File: src/rtl/aes_pkg.sv
// Shared AES helpers for the decrypt datapath.
// Holds the state/column widths, the GF(2^8) constant multipliers used by
// InvMixColumns (reduction polynomial 0x11B), and the inv_mix_columns_seq
// FSM state type.
package aes_pkg;

  localparam int unsigned AES_STATE_W = 128;
  localparam int unsigned AES_COL_W   = 32;

  typedef enum logic [1:0] {
    IMC_IDLE,
    IMC_BUSY,
    IMC_DONE
  } imc_state_e;

  // Multiply by x (0x02) modulo x^8 + x^4 + x^3 + x + 1.
  function automatic logic [7:0] xtime(input logic [7:0] b);
    return {b[6:0], 1'b0} ^ (b[7] ? 8'h1b : 8'h00);
  endfunction

  function automatic logic [7:0] gmul09(input logic [7:0] b);
    logic [7:0] x2, x4, x8;
    x2 = xtime(b);
    x4 = xtime(x2);
    x8 = xtime(x4);
    return x8 ^ b;
  endfunction

  function automatic logic [7:0] gmul0b(input logic [7:0] b);
    logic [7:0] x2, x4, x8;
    x2 = xtime(b);
    x4 = xtime(x2);
    x8 = xtime(x4);
    return x8 ^ x2 ^ b;
  endfunction

  function automatic logic [7:0] gmul0d(input logic [7:0] b);
    logic [7:0] x2, x4, x8;
    x2 = xtime(b);
    x4 = xtime(x2);
    x8 = xtime(x4);
    return x8 ^ x4 ^ b;
  endfunction

  function automatic logic [7:0] gmul0e(input logic [7:0] b);
    logic [7:0] x2, x4, x8;
    x2 = xtime(b);
    x4 = xtime(x2);
    x8 = xtime(x4);
    return x8 ^ x4 ^ x2;
  endfunction

endpackage

File: src/rtl/inv_mix_columns_seq_if.sv
// Handshake bundle for inv_mix_columns_seq.
//   in_valid/in_ready/in    : upstream state transfer (master -> slave)
//   out_valid/out_ready/out : result transfer (slave -> master)
// The slave modport is the engine side; master is the surrounding datapath.
interface inv_mix_columns_seq_if;
  import aes_pkg::*;

  logic                   in_valid;
  logic                   in_ready;
  logic [AES_STATE_W-1:0] in;
  logic                   out_valid;
  logic                   out_ready;
  logic [AES_STATE_W-1:0] out;

  modport master (
    output in_valid,
    output in,
    output out_ready,
    input  in_ready,
    input  out_valid,
    input  out
  );

  modport slave (
    input  in_valid,
    input  in,
    input  out_ready,
    output in_ready,
    output out_valid,
    output out
  );

endinterface

File: src/rtl/inv_mix_column.sv
// Single-column AES InvMixColumns, purely combinational.
//   i_col : column {s0,s1,s2,s3}, s0 in the top byte
//   o_col : transformed column in the same byte order
module inv_mix_column
  import aes_pkg::*;
(
  input  logic [AES_COL_W-1:0] i_col,
  output logic [AES_COL_W-1:0] o_col
);

  logic [7:0] w_s0, w_s1, w_s2, w_s3;

  assign w_s0 = i_col[31:24];
  assign w_s1 = i_col[23:16];
  assign w_s2 = i_col[15:8];
  assign w_s3 = i_col[7:0];

  assign o_col[31:24] = gmul0e(w_s0) ^ gmul0b(w_s1) ^ gmul0d(w_s2) ^ gmul09(w_s3);
  assign o_col[23:16] = gmul09(w_s0) ^ gmul0e(w_s1) ^ gmul0b(w_s2) ^ gmul0d(w_s3);
  assign o_col[15:8]  = gmul0d(w_s0) ^ gmul09(w_s1) ^ gmul0e(w_s2) ^ gmul0b(w_s3);
  assign o_col[7:0]   = gmul0b(w_s0) ^ gmul0d(w_s1) ^ gmul09(w_s2) ^ gmul0e(w_s3);

endmodule

File: src/rtl/inv_mix_columns_seq.sv
// Iterative AES InvMixColumns engine.
//   clock   : rising-edge clock
//   reset_n : synchronous active-low reset
//   bus     : slave side of inv_mix_columns_seq_if (in/out valid-ready)
// A captured state is rewritten in place, COLS_PER_CYCLE columns per clock
// (legal: 1, 2, 4), then held on out until the downstream takes it.
module inv_mix_columns_seq
  import aes_pkg::*;
#(
  parameter int unsigned COLS_PER_CYCLE = 1
) (
  input  logic                 clock,
  input  logic                 reset_n,
  inv_mix_columns_seq_if.slave bus
);

  localparam int unsigned N_COLS   = AES_STATE_W / AES_COL_W;
  // Step of 4 wraps to 0 in the 2-bit counter, which is harmless: with
  // four columns per cycle the first group is already the last.
  localparam logic [1:0]  COL_STEP = 2'(COLS_PER_CYCLE % N_COLS);
  localparam logic [1:0]  COL_LAST = 2'(N_COLS - COLS_PER_CYCLE);

  imc_state_e             r_state, w_state_next;
  logic [1:0]             r_col_cnt;
  logic [AES_STATE_W-1:0] r_work, w_work_next;
  logic [AES_COL_W-1:0]   w_cols      [N_COLS];
  logic [AES_COL_W-1:0]   w_next_cols [N_COLS];
  logic [AES_COL_W-1:0]   w_mix_in    [COLS_PER_CYCLE];
  logic [AES_COL_W-1:0]   w_mix_out   [COLS_PER_CYCLE];
  logic [1:0]             w_idx       [COLS_PER_CYCLE];
  logic                   w_accept;
  logic                   w_last;

  for (genvar c = 0; c < N_COLS; c++) begin : g_unpack
    assign w_cols[c] = r_work[AES_STATE_W-1-AES_COL_W*c -: AES_COL_W];
  end

  for (genvar k = 0; k < COLS_PER_CYCLE; k++) begin : g_col
    assign w_idx[k]    = r_col_cnt + 2'(k);
    assign w_mix_in[k] = w_cols[w_idx[k]];
    inv_mix_column u_col (
      .i_col (w_mix_in[k]),
      .o_col (w_mix_out[k])
    );
  end

  // Only the columns of the current group change; the rest pass through.
  always_comb begin
    for (int unsigned c = 0; c < N_COLS; c++) begin
      w_next_cols[c] = w_cols[c];
    end
    for (int unsigned k = 0; k < COLS_PER_CYCLE; k++) begin
      w_next_cols[w_idx[k]] = w_mix_out[k];
    end
    w_work_next = {w_next_cols[0], w_next_cols[1], w_next_cols[2], w_next_cols[3]};
  end

  assign w_last = (r_col_cnt == COL_LAST);

  always_comb begin
    w_state_next  = r_state;
    // in_ready is gated by reset_n so it reads 0 during the reset cycle.
    bus.in_ready  = (r_state == IMC_IDLE) && reset_n;
    bus.out_valid = (r_state == IMC_DONE);
    bus.out       = r_work;
    unique case (r_state)
      IMC_IDLE: if (bus.in_valid) w_state_next = IMC_BUSY;
      IMC_BUSY: if (w_last)       w_state_next = IMC_DONE;
      IMC_DONE: if (bus.out_ready) w_state_next = IMC_IDLE;
      default:  w_state_next = IMC_IDLE;
    endcase
  end

  assign w_accept = bus.in_valid && bus.in_ready;

  always_ff @(posedge clock) begin
    if (!reset_n) begin
      r_state <= IMC_IDLE;
    end else begin
      r_state <= w_state_next;
    end
  end

  always_ff @(posedge clock) begin
    if (!reset_n) begin
      r_col_cnt <= '0;
      r_work    <= '0;
    end else if (w_accept) begin
      r_col_cnt <= '0;
      r_work    <= bus.in;
    end else if (r_state == IMC_BUSY) begin
      r_col_cnt <= r_col_cnt + COL_STEP;
      r_work    <= w_work_next;
    end
  end

endmodule

File: src/flat_wrapper.sv
// flat-port wrapper written by rule: the top's interface ports become plain ports
module inv_mix_columns_seq_flat import aes_pkg::*;
#(
  parameter int unsigned COLS_PER_CYCLE = 1
)
  (clock, reset_n, bus_in_valid, bus_in, bus_out_ready, bus_in_ready, bus_out_valid, bus_out);
  inv_mix_columns_seq_if bus_i ();
  input  logic clock;
  input  logic reset_n;
  input wire logic [$bits(bus_i.in_valid)-1:0] bus_in_valid;
  input wire logic [$bits(bus_i.in)-1:0] bus_in;
  input wire logic [$bits(bus_i.out_ready)-1:0] bus_out_ready;
  output wire logic [$bits(bus_i.in_ready)-1:0] bus_in_ready;
  output wire logic [$bits(bus_i.out_valid)-1:0] bus_out_valid;
  output wire logic [$bits(bus_i.out)-1:0] bus_out;
  assign bus_i.in_valid = bus_in_valid;
  assign bus_i.in = bus_in;
  assign bus_i.out_ready = bus_out_ready;
  assign bus_in_ready = bus_i.in_ready;
  assign bus_out_valid = bus_i.out_valid;
  assign bus_out = bus_i.out;
  inv_mix_columns_seq #(.COLS_PER_CYCLE(COLS_PER_CYCLE)) u_core (.clock(clock), .reset_n(reset_n), .bus(bus_i));
endmodule
File: config.mk
export PLATFORM = sky130hd
export DESIGN_NAME = inv_mix_columns_seq_flat
export DESIGN_NICKNAME = d
export VERILOG_FILES = /design/src/rtl/aes_pkg.sv /design/src/rtl/inv_mix_columns_seq_if.sv /design/src/rtl/inv_mix_column.sv /design/src/rtl/inv_mix_columns_seq.sv /design/src/flat_wrapper.sv
export SDC_FILE = /design/constraint.sdc
export NUM_CORES = 1
export LEC_CHECK = 0
export CAP_MARGIN = 30
export CORE_MARGIN = 5
export CORE_UTILIZATION = 43
export CTS_CLUSTER_DIAMETER = 30
export DETAILED_ROUTE_END_ITERATION = 8
export HOLD_SLACK_MARGIN = 0.03
export PLACE_DENSITY = 0.77
export SLEW_MARGIN = 10
export SYNTH_ARGS = -nofsm -noshare
export SYNTH_HDL_FRONTEND = slang
export SYNTH_SLANG_ARGS = --single-unit
File: constraint.sdc
create_clock -name clock -period 2.9 [get_ports clock]
set_input_delay 0.29 -clock clock [delete_from_list [all_inputs] [get_ports clock]]
set_output_delay 0.29 -clock clock [all_outputs]
set_load 0.1 [all_outputs]
==> impl_metrics.py, run 1 <==
metrics = {
    "status": {
        "outcome": "complete, but fails checks",
        "violations": "setup timing",
    },
    "synthesis": {
        "synth-xor-area-share_pct": 25.7,
        "yosys.area.top_type": "dfxtp_1",
        "synth.distinct_cells": 34,
        "yosysWarnings": 0,
        "synthTopCellsByArea": "dfxtp_1 31%, xnor2_1 14%, a22o_1 8.2%",
        "synth-simple-area-share_pct": 6.71,
        "synthCells": 861,
        "synth.avg_cell_area_um2": 9.90,
        "yosysTopAreaCellShare_pct": 31.0,
        "synth_enable_flop_cells": 0,
        "synthesis.area_mm2": 0.00852,
        "synthMuxAreaShare_pct": 9.35,
        "ys.flop_type": "dfxtp_1",
        "synth_common_cells": "134 x xnor2_1, 132 x dfxtp_1, 128 x nand2_1",
        "synth_top_family_by_area": "XOR/XNOR gates",
        "syn_nets": 997,
        "synth-seq-cells": 132,
        "yosys.area_share.adder_pct": 0.587,
        "ys_async_sr_fraction_pct": 0,
        "yosysMostFrequentCell": "xnor2_1",
        "yosysSeqAreaShare_pct": 31.0,
        "synth-compound-area-share_pct": 21.9,
    },
    "worst_setup_path": {
        "slowest_stage": "mux4_2",
        "slowest_delay_ns": 0.61,
        "crit_cells": 11,
        "path_buf_inv": 4,
        "required_ns": 3.16,
        "reg2reg_depth": 11,
        "arrival_ns": 3.21,
        "cp_max_fo": 4,
        "critPathLaunchType": "flip-flop",
        "end_kind": "flip-flop",
        "path_cells": "buf_12 -> buf_4 -> mux4_2 -> xor2_4 -> buf_6 -> xnor2_4 -> xnor2_2 -> xnor2_1 -> xnor2_1 -> buf_4 -> o21ai_0",
        "crit_type": "reg -> reg",
        "crit_family": "XOR/XNOR gates",
    },
    "drt": {
        "avgViaCountPerCell": 5.62,
        "drc": 0,
        "ant_nets": 0,
        "vias": 8427,
        "route.final.wire_length_um": 33600,
        "dr.pass1.iters": 5,
        "drt_first_iter_violations": 856,
        "avgRoutedWirePerCell_um": 22.4,
    },
    "timing": {
        "rsz0062_at_grt": "yes",
        "drv_slew": 0,
        "finalClockSkew_ns": 0.00834,
        "max_freq_mhz": 340,
        "period_share_pct": 101,
        "relSlewSlack_pct": 30.2,
        "fin_hold_ws_ns": 0.171,
        "setup_viol": 3,
        "hold_viol": 0,
        "fin_crit_ns": 2.94,
        "setup_slack_ns": -0.0427,
        "worstMarginPinSlew_ns": 1.04,
    },
    "cells_and_area": {
        "drive_gt1_share_pct": 41.1,
        "final_area_mm2": 0.0134,
        "nets": 1357,
        "area_growth_pct": 57.7,
        "fillerInstances": 1430,
        "post-route-util_pct": 69.1,
    },
    "placement": {
        "pre_cts_ws_ns": -0.227,
        "placed_area_mm2": 0.0119,
        "hpwl_um": 24600,
        "gp_congestion": 1.02,
        "portBuffers": 261,
    },
    "global_route": {
        "grt_overflow_total": 0,
        "grt_pass1_wl_um": 49500,
        "grt_start_max_net_pins": 78,
        "antenna_found_initial": 0,
        "first_global_vias": 8580,
        "grt_use_total_pct": 28.7,
    },
    "clock_network": {
        "clk_latency_ns": 0.43,
        "cts_tree": "built",
        "h-tree-depth": 4,
        "clk_pin_slew_ns": 0.06,
        "cts_hold_buf": 0,
        "clockBufferDepth": 2,
        "cts_sinks": 132,
        "root_buffer": "clkbuf_16",
        "numCtsBuffers": 17,
    },
    "die": {
        "die_width_um": 151,
        "start_util_pct": 43.8,
        "ios": 262,
        "die_y_um": 151,
        "rows": 51,
        "core-area_mm2": 0.0195,
        "die-area_mm2": 0.0227,
    },
    "run": {
        "cap_violations": 0,
    },
    "min_path": {
        "hp-class": "in -> reg",
        "hold-path-cell-count": 3,
    },
}
==> placed cells by master, fill, tap and decap left out, types with 4 or more instances in the layout <==
cell / Yosys / final
buf_4: 3 / 264
clkdlybuf4s50_1: 0 / 130
nand2_1: 128 / 128
xnor2_1: 134 / 87
a22o_1: 80 / 80
dfxtp_1: 132 / 70
dfxtp_2: 0 / 58
a22oi_1: 53 / 53
xnor2_2: 15 / 52
o21ai_0: 61 / 52
a21boi_1: 20 / 28
mux4_2: 17 / 26
xor2_1: 34 / 23
a21boi_0: 32 / 22
o21ai_1: 11 / 17
clkbuf_16: 0 / 17
xor2_2: 7 / 13
xnor2_4: 2 / 12
buf_6: 3 / 12
buf_12: 3 / 8
inv_1: 7 / 7
mux4_1: 15 / 6
xor2_4: 1 / 6
nor2b_1: 5 / 5
xnor3_2: 1 / 5
and2_1: 5 / 4
nor2_4: 0 / 4
ha_1: 4 / 4
bufinv_16: 0 / 4
dfxtp_4: 0 / 4
==> repair_timing <==
item / CTS / global route
pin swaps: 11 / 22
setup buffers: 7 / 18
resized for setup: 45 / 83
setup endpoints to repair: 107 / 105
gates cloned: 0 / 0
endpoints found under the hold margin: 0 / 0
==> worst min-delay path: stages <==
cell and delay (ns):
buf_4 0.08, nand2b_1 0.07, nor2_1 0.11
==> through the flow <==
stage | std cells | setup TNS (ns)
5_1_grt | 1499 | -1.17
3_5_place_dp | 1444 | -10.68
4_1_cts | 1482 | -0.0155
2_1_floorplan | 861 | -0.0983
3_3_place_gp | 1444 | -7.60
6_report | 1500 | -0.0573
==> path summary, 6_finish.rpt <==
kind	from	to	slack, ns
worst max-delay path	u_core.r_col_cnt[0]$_SDFFE_PP0P_	u_core.bus.out[3]$_SDFFE_PN0P_	-0.04
worst min-delay path	reset_n	u_core.r_state[0]$_SDFFE_PN0P_	0.17
worst max register to register	u_core.r_col_cnt[0]$_SDFFE_PP0P_	u_core.bus.out[3]$_SDFFE_PN0P_	-0.04
worst min register to register	u_core.bus.out[56]$_SDFFE_PN0P_	u_core.bus.out[56]$_SDFFE_PN0P_	0.57
==> state kept, by name, indices dropped and copies added, names as in the netlist <==
name              count
u_core.bus.out      128
u_core.r_state        2
u_core.r_col_cnt      2
==> area by class of cell <==
type	count	area [µm²]	area share, %
clock inverters	12	179	1.33
well taps	265	332	2.47
repair buffers	416	3610	26.9
diodes	1	2.50	0.0186
flip-flops and latches	132	2730	20.3
multi-input cells	647	6100	45.4
clock buffers	20	457	3.40
inverters	7	26.3	0.196
==> metal layers <==
metal  GRT usage, %  vias to the layer above  share of wire, %
met5              0                        -                 0
met2           48.5                      457                51
li1               -                     3766                 -
met1           36.1                     4127                38
met4           9.88                        0               2.7
met3           6.37                       77               8.0
==> kinds of logic (layout without fill, tap and decap cells) <==
logic type,after synthesis,in the layout
AO/OA/AOI/OAI,259,259
flip-flops,132,132
multiplexers,34,34
AND/OR/NAND/NOR,145,145
other,0,1
buffers and inverters,82,455
adder cells (fa/ha/maj),4,4
XOR/XNOR,205,205
Power of run 1 is left out: the tool's default activity adds up to more than one toggle a clock period on the data nets, which glitch-free logic cannot reach.
==> run 2, diff against run 1 <==
Settings changed: CORE_MARGIN 5 to 10, GPL_ROUTABILITY_DRIVEN from default to 0, SETUP_SLACK_MARGIN from default to 0.5.
==> impl_metrics.py, run 2 (synthesis gave the netlist of run 1 again) <==
metrics = {
    "die": {
        "rows": 51,
        "die_y_um": 161,
        "die-area_mm2": 0.0258,
        "die_width_um": 161,
        "start_util_pct": 43.8,
        "core-area_mm2": 0.0195,
        "ios": 262,
    },
    "worst_setup_path": {
        "cp_max_fo": 7,
        "reg2reg_from": "u_core.r_col_cnt[0]$_SDFFE_PP0P_",
        "end_kind": "flip-flop",
        "crit_type": "reg -> reg",
        "critPathLaunch": "u_core.r_col_cnt[0]$_SDFFE_PP0P_",
        "arrival_ns": 3.64,
        "critPathLaunchType": "flip-flop",
        "required_ns": 3.19,
    },
    "clock_network": {
        "clk_latency_ns": 0.44,
        "cts_tree": "built",
        "clockBufferDepth": 2,
        "numCtsBuffers": 17,
        "root_buffer": "clkbuf_16",
        "h-tree-depth": 4,
        "cts_sinks": 132,
        "cts_hold_buf": 0,
        "clk_pin_slew_ns": 0.07,
    },
    "global_route": {
        "grt_busiest_layer": "met2",
        "grt_start_max_net_pins": 77,
        "use_met3_pct": 6.03,
        "grt_use_met1_pct": 30.8,
        "grt_pass1_wl_um": 54900,
        "antenna_found_initial": 0,
        "grt_use_total_pct": 27.1,
        "first_global_vias": 9081,
        "gr-usage-met2_pct": 46.6,
        "grt_overflow_total": 0,
    },
    "timing": {
        "hold_viol": 0,
        "fin_crit_ns": 3.35,
        "finalClockSkew_ns": 0.00947,
        "rsz0062_at_grt": "yes",
        "worstMarginPinSlew_ns": 0.992,
        "drv_slew": 0,
        "final.setup.tns_ns": -9.20,
        "setup_viol": 82,
        "period_share_pct": 115,
        "relSlewSlack_pct": 33.7,
        "setup_slack_ns": -0.448,
        "max_freq_mhz": 299,
    },
    "status": {
        "outcome": "complete, but fails checks",
        "violations": "setup timing",
    },
    "drt": {
        "drt_first_iter_violations": 1398,
        "ant_nets": 0,
        "avgViaCountPerCell": 6.29,
        "dr.pass1.iters": 6,
        "vias": 9455,
        "drc": 0,
        "avgRoutedWirePerCell_um": 29.9,
        "route.final.wire_length_um": 45000,
    },
    "cells_and_area": {
        "drive_gt1_share_pct": 52.5,
        "antenna_cells": 0,
        "layout_commonest_cell": "buf_4",
        "nets": 1363,
        "area_growth_pct": 74.1,
        "most-common-layout-cells": "239 x buf_4, 130 x clkdlybuf4s50_1, 120 x nand2_1",
        "largest_reg_flops": 128,
    },
    "run": {
        "cap_violations": 0,
    },
    "placement": {
        "pre_cts_ws_ns": -0.0704,
        "hpwl_um": 24600,
        "portBuffers": 261,
    },
    "min_path": {
        "hp-class": "in -> reg",
        "hold_path_startpoint": "reset_n",
    },
}
[run 2: metal layers]
layer | wire length, µm | vias to the layer above
li1 | - | 3772
met2 | 21200 | 935
met5 | 0 | -
met1 | 15000 | 4470
met3 | 5060 | 278
met4 | 3660 | 0
[run 2: repair_timing]
action / in CTS / in global routing
resized for setup: 127 / 197
endpoints found under the setup margin: 128 / 128
pin swaps: 66 / 98
buffers inserted: 35 / 54
[run 2: layout make-up]
cell class,count,area [µm²]
well taps,265,332
clock buffers,19,475
fillers,1047,4620
multi-input cells,647,7260
repair buffers,422,3850
clock inverters,12,115
inverters,7,26.3
flip-flops and latches,132,2790
[run 2: path summary, 6_finish.rpt]
kind                                          end  slack [ns]  depth (start not counted)
hold / removal     u_core.r_state[0]$_SDFFE_PN0P_        0.21                          3
setup / recovery  u_core.bus.out[12]$_SDFFE_PN0P_       -0.45                         11
setup reg to reg  u_core.bus.out[12]$_SDFFE_PN0P_       -0.45                         11
hold reg to reg   u_core.bus.out[87]$_SDFFE_PN0P_        0.55                          2
[run 2: through the flow]
stage	util [%]	hold WS [ns]	cells	area (µm²)
finish	76.3	0.212	1504	14800
floorplan	-	0.434	861	8860
global route	76.3	0.247	1504	14800
CTS	68.6	0.217	1450	13300
global placement	59.9	0.524	1381	11700
detailed placement	60.3	0.528	1384	11700
[run 2: critical path, stage by stage, from the launching register on]
cell	delay [ns]
dfxtp_4	0.37
buf_12	0.15
buf_8	0.12
mux4_2	0.65
xor2_4	0.22
buf_12	0.16
buf_12	0.13
buf_4	0.13
xnor2_1	0.56
xnor2_1	0.30
xnor2_4	0.28
o21ai_2	0.09
Power of run 2 is left out for the same reason.
==> run 3, diff against run 2 <==
Settings changed: CTS_CLUSTER_DIAMETER 30 to default.
==> results of run 3 <==
The final DEF is identical to that of run 2; final timing and power are the same.
Power of run 3 is left out for the same reason.
